$ cat config.mk
export PLATFORM = sky130hd
export DESIGN_NAME = instruction_encoder
export DESIGN_NICKNAME = d
export VERILOG_FILES = /design/src/rtl/instr_fmt_pkg.sv /design/src/rtl/instr_field_packer.sv /design/src/rtl/instruction_encoder.sv
export SDC_FILE = /design/constraint.sdc
export NUM_CORES = 1
export LEC_CHECK = 0
export CORE_MARGIN = 5
export CORE_UTILIZATION = 25
export DETAILED_ROUTE_END_ITERATION = 8
export GPL_ROUTABILITY_DRIVEN = 1
export HOLD_SLACK_MARGIN = 0.12
export PLACE_DENSITY = 0.63
export SLEW_MARGIN = 20
export SYNTH_ARGS = -nofsm -noshare
export SYNTH_HDL_FRONTEND = slang
export SYNTH_SLANG_ARGS = --single-unit
$ cat constraint.sdc
create_clock -name clk -period 1.7 [get_ports clk]
set_clock_uncertainty 0.15 [all_clocks]
set_input_delay 0.34 -clock clk [delete_from_list [all_inputs] [get_ports clk]]
set_output_delay 0.34 -clock clk [all_outputs]
set_load 0.03 [all_outputs]
$ cat src/rtl/instr_fmt_pkg.sv
// Shared definitions for the instruction encoder: format codes, field
// positions of the 16-bit instruction word and the session state type.
package instr_fmt_pkg;

    localparam logic [1:0] FMT_R   = 2'd0;
    localparam logic [1:0] FMT_I5  = 2'd1;
    localparam logic [1:0] FMT_I8  = 2'd2;
    localparam logic [1:0] FMT_I11 = 2'd3;

    localparam int OP_MSB   = 15;
    localparam int W_LSB    = 8;
    localparam int A_LSB    = 5;
    localparam int B_LSB    = 2;
    localparam int IMM_BITS = 11;

    typedef enum logic [1:0] {
        ST_IDLE,
        ST_RUN,
        ST_LAST,
        ST_DONE
    } enc_state_t;

endpackage

$ cat src/rtl/instr_field_packer.sv
// Combinational packer: format code plus instruction fields -> one
// instruction word in the decoder's layout.
module instr_field_packer
    import instr_fmt_pkg::*;
#(
    parameter int BITS    = 16,
    parameter int RBITS   = 3,
    parameter int OP_BITS = 5
) (
    input  logic [1:0]          fmt,
    input  logic [OP_BITS-1:0]  op,
    input  logic [RBITS-1:0]    w,
    input  logic [RBITS-1:0]    a,
    input  logic [RBITS-1:0]    b,
    input  logic [IMM_BITS-1:0] imm,
    output logic [BITS-1:0]     word
);

    // NOTE: every output of an always_comb block gets a default first, so no
    // path through the case leaves it unassigned and infers a latch.
    always_comb begin
        word = '0;
        word[OP_MSB -: OP_BITS] = op;
        unique case (fmt)
            FMT_R: begin
                word[W_LSB +: RBITS] = w;
                word[A_LSB +: RBITS] = a;
                word[B_LSB +: RBITS] = b;
            end
            FMT_I5: begin
                word[W_LSB +: RBITS] = w;
                word[A_LSB +: RBITS] = a;
                word[4:0]            = imm[4:0];
            end
            FMT_I8: begin
                word[W_LSB +: RBITS] = w;
                word[7:0]            = imm[7:0];
            end
            FMT_I11: begin
                word[10:0] = imm[10:0];
            end
        endcase
    end

endmodule

$ cat src/rtl/instruction_encoder.sv
// Streams field-level instruction beats into sequential IMEM writes.
// Optional immediate range check: define INSTR_ENC_RANGE_CHECK_EN.
module instruction_encoder
    import instr_fmt_pkg::*;
#(
    parameter int BITS      = 16,
    parameter int RBITS     = 3,
    parameter int OP_BITS   = 5,
    parameter int ADDR_BITS = 8
) (
    input  logic                 clk,
    input  logic                 rst,
    input  logic                 start,
    input  logic [ADDR_BITS-1:0] base_addr,
    input  logic                 in_valid,
    output logic                 in_ready,
    input  logic [1:0]           in_fmt,
    input  logic [OP_BITS-1:0]   in_op,
    input  logic [RBITS-1:0]     in_w,
    input  logic [RBITS-1:0]     in_a,
    input  logic [RBITS-1:0]     in_b,
    input  logic [IMM_BITS-1:0]  in_imm,
    input  logic                 in_last,
    output logic                 imem_we,
    output logic [ADDR_BITS-1:0] imem_addr,
    output logic [BITS-1:0]      imem_wdata,
    output logic                 busy,
    output logic                 done,
    output logic [ADDR_BITS:0]   word_count,
    output logic                 err_wrap,
    output logic                 err_range
);

    enc_state_t           state, state_nx;
    logic [ADDR_BITS-1:0] addr;
    logic [BITS-1:0]      packed_word;
    logic                 accept;
    logic                 session_start;

    instr_field_packer #(
        .BITS    (BITS),
        .RBITS   (RBITS),
        .OP_BITS (OP_BITS)
    ) u_packer (
        .fmt  (in_fmt),
        .op   (in_op),
        .w    (in_w),
        .a    (in_a),
        .b    (in_b),
        .imm  (in_imm),
        .word (packed_word)
    );

    assign accept        = in_valid && in_ready;
    assign session_start = (state == ST_IDLE) && start;

    always_comb begin
        state_nx = state;
        in_ready = 1'b0;
        busy     = 1'b0;
        done     = 1'b0;
        unique case (state)
            ST_IDLE: begin
                if (start) state_nx = ST_RUN;
            end
            ST_RUN: begin
                in_ready = 1'b1;
                busy     = 1'b1;
                if (in_valid && in_last) state_nx = ST_LAST;
            end
            ST_LAST: begin
                busy     = 1'b1;
                state_nx = ST_DONE;
            end
            ST_DONE: begin
                done     = 1'b1;
                state_nx = ST_IDLE;
            end
            default: state_nx = ST_IDLE;
        endcase
    end

    // NOTE: sequential state uses non-blocking assignments so every register
    // samples the pre-edge values regardless of statement order.
    always_ff @(posedge clk) begin
        if (rst) begin
            state      <= ST_IDLE;
            addr       <= '0;
            imem_we    <= 1'b0;
            imem_addr  <= '0;
            imem_wdata <= '0;
            word_count <= '0;
            err_wrap   <= 1'b0;
        end else begin
            state   <= state_nx;
            imem_we <= accept;
            if (session_start) begin
                addr       <= base_addr;
                word_count <= '0;
                err_wrap   <= 1'b0;
            end
            // The write is registered: the accepted beat appears on the IMEM
            // port one cycle later, at the pre-increment address.
            if (accept) begin
                imem_addr  <= addr;
                imem_wdata <= packed_word;
                addr       <= addr + ADDR_BITS'(1);
                word_count <= word_count + (ADDR_BITS+1)'(1);
                if (addr == '1) err_wrap <= 1'b1;
            end
        end
    end

`ifdef INSTR_ENC_RANGE_CHECK_EN
    logic imm_over;

    always_comb begin
        imm_over = ((in_fmt == FMT_I5) && (|in_imm[10:5])) ||
                   ((in_fmt == FMT_I8) && (|in_imm[10:8]));
    end

    always_ff @(posedge clk) begin
        if (rst) begin
            err_range <= 1'b0;
        end else if (session_start) begin
            err_range <= 1'b0;
        end else if (accept && imm_over) begin
            err_range <= 1'b1;
        end
    end
`else
    assign err_range = 1'b0;
`endif

endmodule

==> results list, run 1 <==
* Kind of cell with the highest combined delay on the critical path: flip-flops
* Total of flip-flops plus latches after synthesis: 45
- For this design the static power due to leakage is about 1.4 nW.
- The hold violation total from the final report was 0.
* Buffers and inverters on the worst path: 2
- Avg WL per Cell: between 10 and 15 um
- Max IR drop VDD: approximately 0.0007 V
- Run status: finished clean
- Worst setup path class: flop to primary output
- Number of sinks handled by clock tree synthesis: 45
- CTS Buf Count: 5
- The core region is about 8000 um2.
- In this run the worst path has a maximum fanout of 3.
- The cell area that synthesis handed to floorplanning was ~2100 um2.
* Max stage delay on crit path: about 370 ps
- Fraction of layout instances using a drive strength above 1: 17.1%
- The cell that appears most often on the critical path is sky130_fd_sc_hd__buf_4.
* Number of cell instances on the worst register-to-register path: 7
* Hold Crit Endpoint: imem_addr[7]$_SDFFE_PP0P_
- Hpwl dp: 4.85 mm
* Number of global-route vias before repair: approximately 2100
- The max-slew violation count is 0.
- Count of endpoints failing setup in the final report: 0
* Startpoint of the lowest-slack register-to-register path: state[1]$_SDFFE_PP0P_
* Endpoint arrival time on the critical path: about 1200 ps
- Area grow syn2layout: 57.9%
- Max-cap violations in this run came to 0.
- Startpoint type of the worst setup path: flop
- The number of nets in the synthesized netlist is between 200 and 300.
- Data required time of the critical path: ~1200 ps
- Overflow after GRT: 0
- On the critical path, the stage with the largest delay is an instance of sky130_fd_sc_hd__dfxtp_4.
- Adding up every negative setup slack in the final design gives 0 ps.
* Register area share after synthesis: around 43%
* Cell types occupying the most area after synthesis: sky130_fd_sc_hd__dfxtp_1 43%, sky130_fd_sc_hd__nand2_1 7.7%, sky130_fd_sc_hd__a21oi_1 6.0%
- For the finished layout, the period the worst path requires is approximately 1600 ps.
- Kind of end point of the critical path: primary output
* Die Span X: between 100 and 150 um
* Number of DRC markers in iteration 0: about 130
* Main synth FF type: sky130_fd_sc_hd__dfxtp_1
- For this run, the top clock speed supported by timing is roughly 0.61 GHz.
- In the routed design, unresolved DRC markers number 0.
- The tree is rooted in a sky130_fd_sc_hd__clkbuf_8.
- Critical path, cell by cell: buf_4 > ha_1 > buf_4
- A synthesized cell averages about 8.4 um2.
- Synthesis produced between 200 and 300 cells.
- Area leader, netlist: sky130_fd_sc_hd__dfxtp_1
* Clock tree buffer depth: 2
- Power density over the cells: 1240 nW/um2
- Class of the most critical hold timing path: flop to flop
- Number of rows created at floorplan: 33
- At the later pin of the worst-skew pair, clock insertion delay measures approximately 300 ps.
- Input and output buffers added on the ports amount to slightly below 80.
- 79 I/O pins were placed.
- Once the floorplan was initialized, standard cells occupied 25.6% of the core.
* Count of inserted antenna diode cells: 0
* Worst min-delay path startpoint: imem_addr[7]$_SDFFE_PP0P_
- Average via count per standard cell: ~4.8
- Distinct cell type count of the synthesized netlist: 43
- Detailed-router iteration count before antenna repair: 4
- TritonCTS built the clock tree.
- In the synthesized netlist the async set-or-reset flop fraction comes to 0%.
- Register-to-register setup slack: about 70 ps
- The H-tree generated during clock tree synthesis spans 2 levels.
- Min-Delay Path Depth: 2
* Count of warnings emitted by yosys: 0
* Worst reg2reg endpoint: addr[3]$_SDFFE_PP0P_
- Entering global routing, the biggest net connects 31 pins.
- The number of antenna violations at the first check in global routing is 0.
- The first global-routing pass estimated roughly 10 mm of wire.
- OpenSTA, run right after detailed placement, puts the worst setup slack at -278 ps.
- Gp weighted congestion: approximately 0.76
* Aggregate routed wire length: between 6 and 7 mm
* Number of enable flip-flop cells after synthesis: 0
* Slack of the critical path: approximately 57 ps
- In the final design database the tool counted between 300 and 400 nets.
- Once detail routing completed, the nets flagged for antenna violations numbered 0.
- The die covers 10300 um2.
- Clock-pin slew reported for the worst setup and hold paths after clock tree synthesis: roughly 90 ps
* Post-route fraction of the period consumed by the critical path: approximately 97%
- Measured along the y axis, the die boundary spans about 100 um.
- Global routing used ~12% of the available tracks across all layers.
- The share of synthesized area in the top cell type comes to around 43%.
- Vias after detailed routing: roughly 2200
-- state kept, by name (all words and copies together), names as in the netlist --
| register | count |
|---|---|
| imem_we | 1 |
| addr | 8 |
| err_wrap | 1 |
| word_count | 9 |
| imem_addr | 8 |
| imem_wdata | 16 |
| state | 2 |
-- kinds of logic (layout without fill, tap and decap cells) --
| kind of cell | count (synthesis) | in the layout | synth area share (%) |
|---|---|---|---|
| AO/OA/AOI/OAI | 69 | 69 | 22.1 |
| XOR/XNOR | 1 | 1 | 0.419 |
| adder cells (fa/ha/maj) | 7 | 7 | 4.19 |
| buffers and inverters | 25 | 126 | 5.27 |
| flip-flops | 45 | 45 | 43.1 |
| multiplexers | 4 | 4 | 1.98 |
| other | 1 | 1 | 0.179 |
| AND/OR/NAND/NOR | 98 | 98 | 22.8 |
-- tightest hold or removal path, delay by kind of cell (launching register included) --
kind | cells | cell delay (ps)
flops | 1 | 310
simple gates | 1 | 50
compound gates | 1 | 50
-- where the power goes --
group	switching [mW]	leakage, nW	internal, mW
combinational	1.00	0.957	0.837
clock	0.380	0.0554	0.442
sequential	0.163	0.368	1.25
total	1.55	1.38	2.53
-- layout make-up --
class                   instances  area [um2]
fillers                       843        4880
multi-input cells             180        1130
repair buffers                109         986
flip-flops and latches         45         908
well taps                     105         131
clock buffers                   6        72.6
clock inverters                 2        38.8
inverters                       9        36.3
-- placed cells by master, fill, tap and decap left out, drive strengths merged, types with 3 or more instances in the layout --
cell / count
or3: 4
o211ai: 3
clkbuf: 6
a211oi: 7
dfxtp: 45
nand3: 11
a311oi: 9
clkdlybuf4s50: 38
nor2: 15
dlygate4sd2: 35
o21ai: 10
nand2: 44
inv: 9
ha: 7
mux2i: 3
nand4: 6
and2: 3
a21oi: 25
buf: 35
-- how the worst max path moves through the flow --
stage                          startpoint                    endpoint  slack (ps)  cells past startpoint
CTS                 state[1]$_SDFFE_PP0P_                    in_ready          20                      3
floorplan           state[1]$_SDFFE_PP0P_  word_count[8]$_SDFFE_PP0P_          10                      6
global placement                 in_valid  word_count[7]$_SDFFE_PP0P_        -270                      5
detailed placement               in_valid  word_count[7]$_SDFFE_PP0P_        -280                      5
global route        state[1]$_SDFFE_PP0P_        addr[3]$_SDFFE_PP0P_          -1                      7
finish              state[0]$_SDFFE_PP0P_                        done          60                      3
-- cells in the mapped netlist, types with 4 or more instances --
cell type	number
sky130_fd_sc_hd__dfxtp_1	45
sky130_fd_sc_hd__nand2_1	43
sky130_fd_sc_hd__a21oi_1	25
sky130_fd_sc_hd__nor2_1	15
sky130_fd_sc_hd__nand3_1	11
sky130_fd_sc_hd__o21ai_0	10
sky130_fd_sc_hd__a311oi_1	9
sky130_fd_sc_hd__clkbuf_1	9
sky130_fd_sc_hd__inv_1	9
sky130_fd_sc_hd__a211oi_1	7
sky130_fd_sc_hd__ha_1	7
sky130_fd_sc_hd__nand4_1	6
sky130_fd_sc_hd__buf_2	4
sky130_fd_sc_hd__or3_1	4
-- routing by layer --
metal  GRT usage (%)  vias up  wire, um
met4            4.91        0       121
met3            3.58        9       380
met2            19.8       61      3080
li1                -     1099         -
met1            15.0     1033      2710
met5               0        -         0
-- what timing repair did --
item / CTS / global route
setup buffers: 0 / 2
resized for setup: 39 / 10
pin swaps: 1 / 2
setup endpoints to repair: 37 / 18
hold buffers: 0 / 0
-- stage by stage --
step | total power, mW | utilization [%] | area (um2) | instances | hold WS [ps]
3_5_place_dp | 3.20 | 38.9 | 3180 | 446 | 300
6_report | 4.08 | 40.4 | 3300 | 456 | 306
5_1_grt | 4.34 | 40.4 | 3300 | 456 | 334
4_1_cts | 4.04 | 40.0 | 3270 | 454 | 311
2_1_floorplan | 2.47 | - | 2130 | 250 | 312
3_3_place_gp | 3.18 | 38.9 | 3180 | 446 | 291
Power figures use the tool's default switching activity.
==> run 2, diff against run 1 <==
--- a/config.mk
+++ b/config.mk
@@ -5,6 +5,7 @@
 export SDC_FILE = /design/constraint.sdc
 export NUM_CORES = 1
 export LEC_CHECK = 0
+export CAP_MARGIN = 20
 export CORE_MARGIN = 5
 export CORE_UTILIZATION = 25
 export DETAILED_ROUTE_END_ITERATION = 8
==> results of run 2 <==
No change in the layout: final DEF, timing and power equal those of run 1.
==> run 3, diff against run 2 <==
--- a/config.mk
+++ b/config.mk
@@ -9,7 +9,7 @@
 export CORE_MARGIN = 5
 export CORE_UTILIZATION = 25
 export DETAILED_ROUTE_END_ITERATION = 8
-export GPL_ROUTABILITY_DRIVEN = 1
+export GPL_ROUTABILITY_DRIVEN = 0
 export HOLD_SLACK_MARGIN = 0.12
 export PLACE_DENSITY = 0.63
 export SLEW_MARGIN = 20
==> results of run 3 <==
No change in the layout: final DEF, timing and power equal those of run 1.
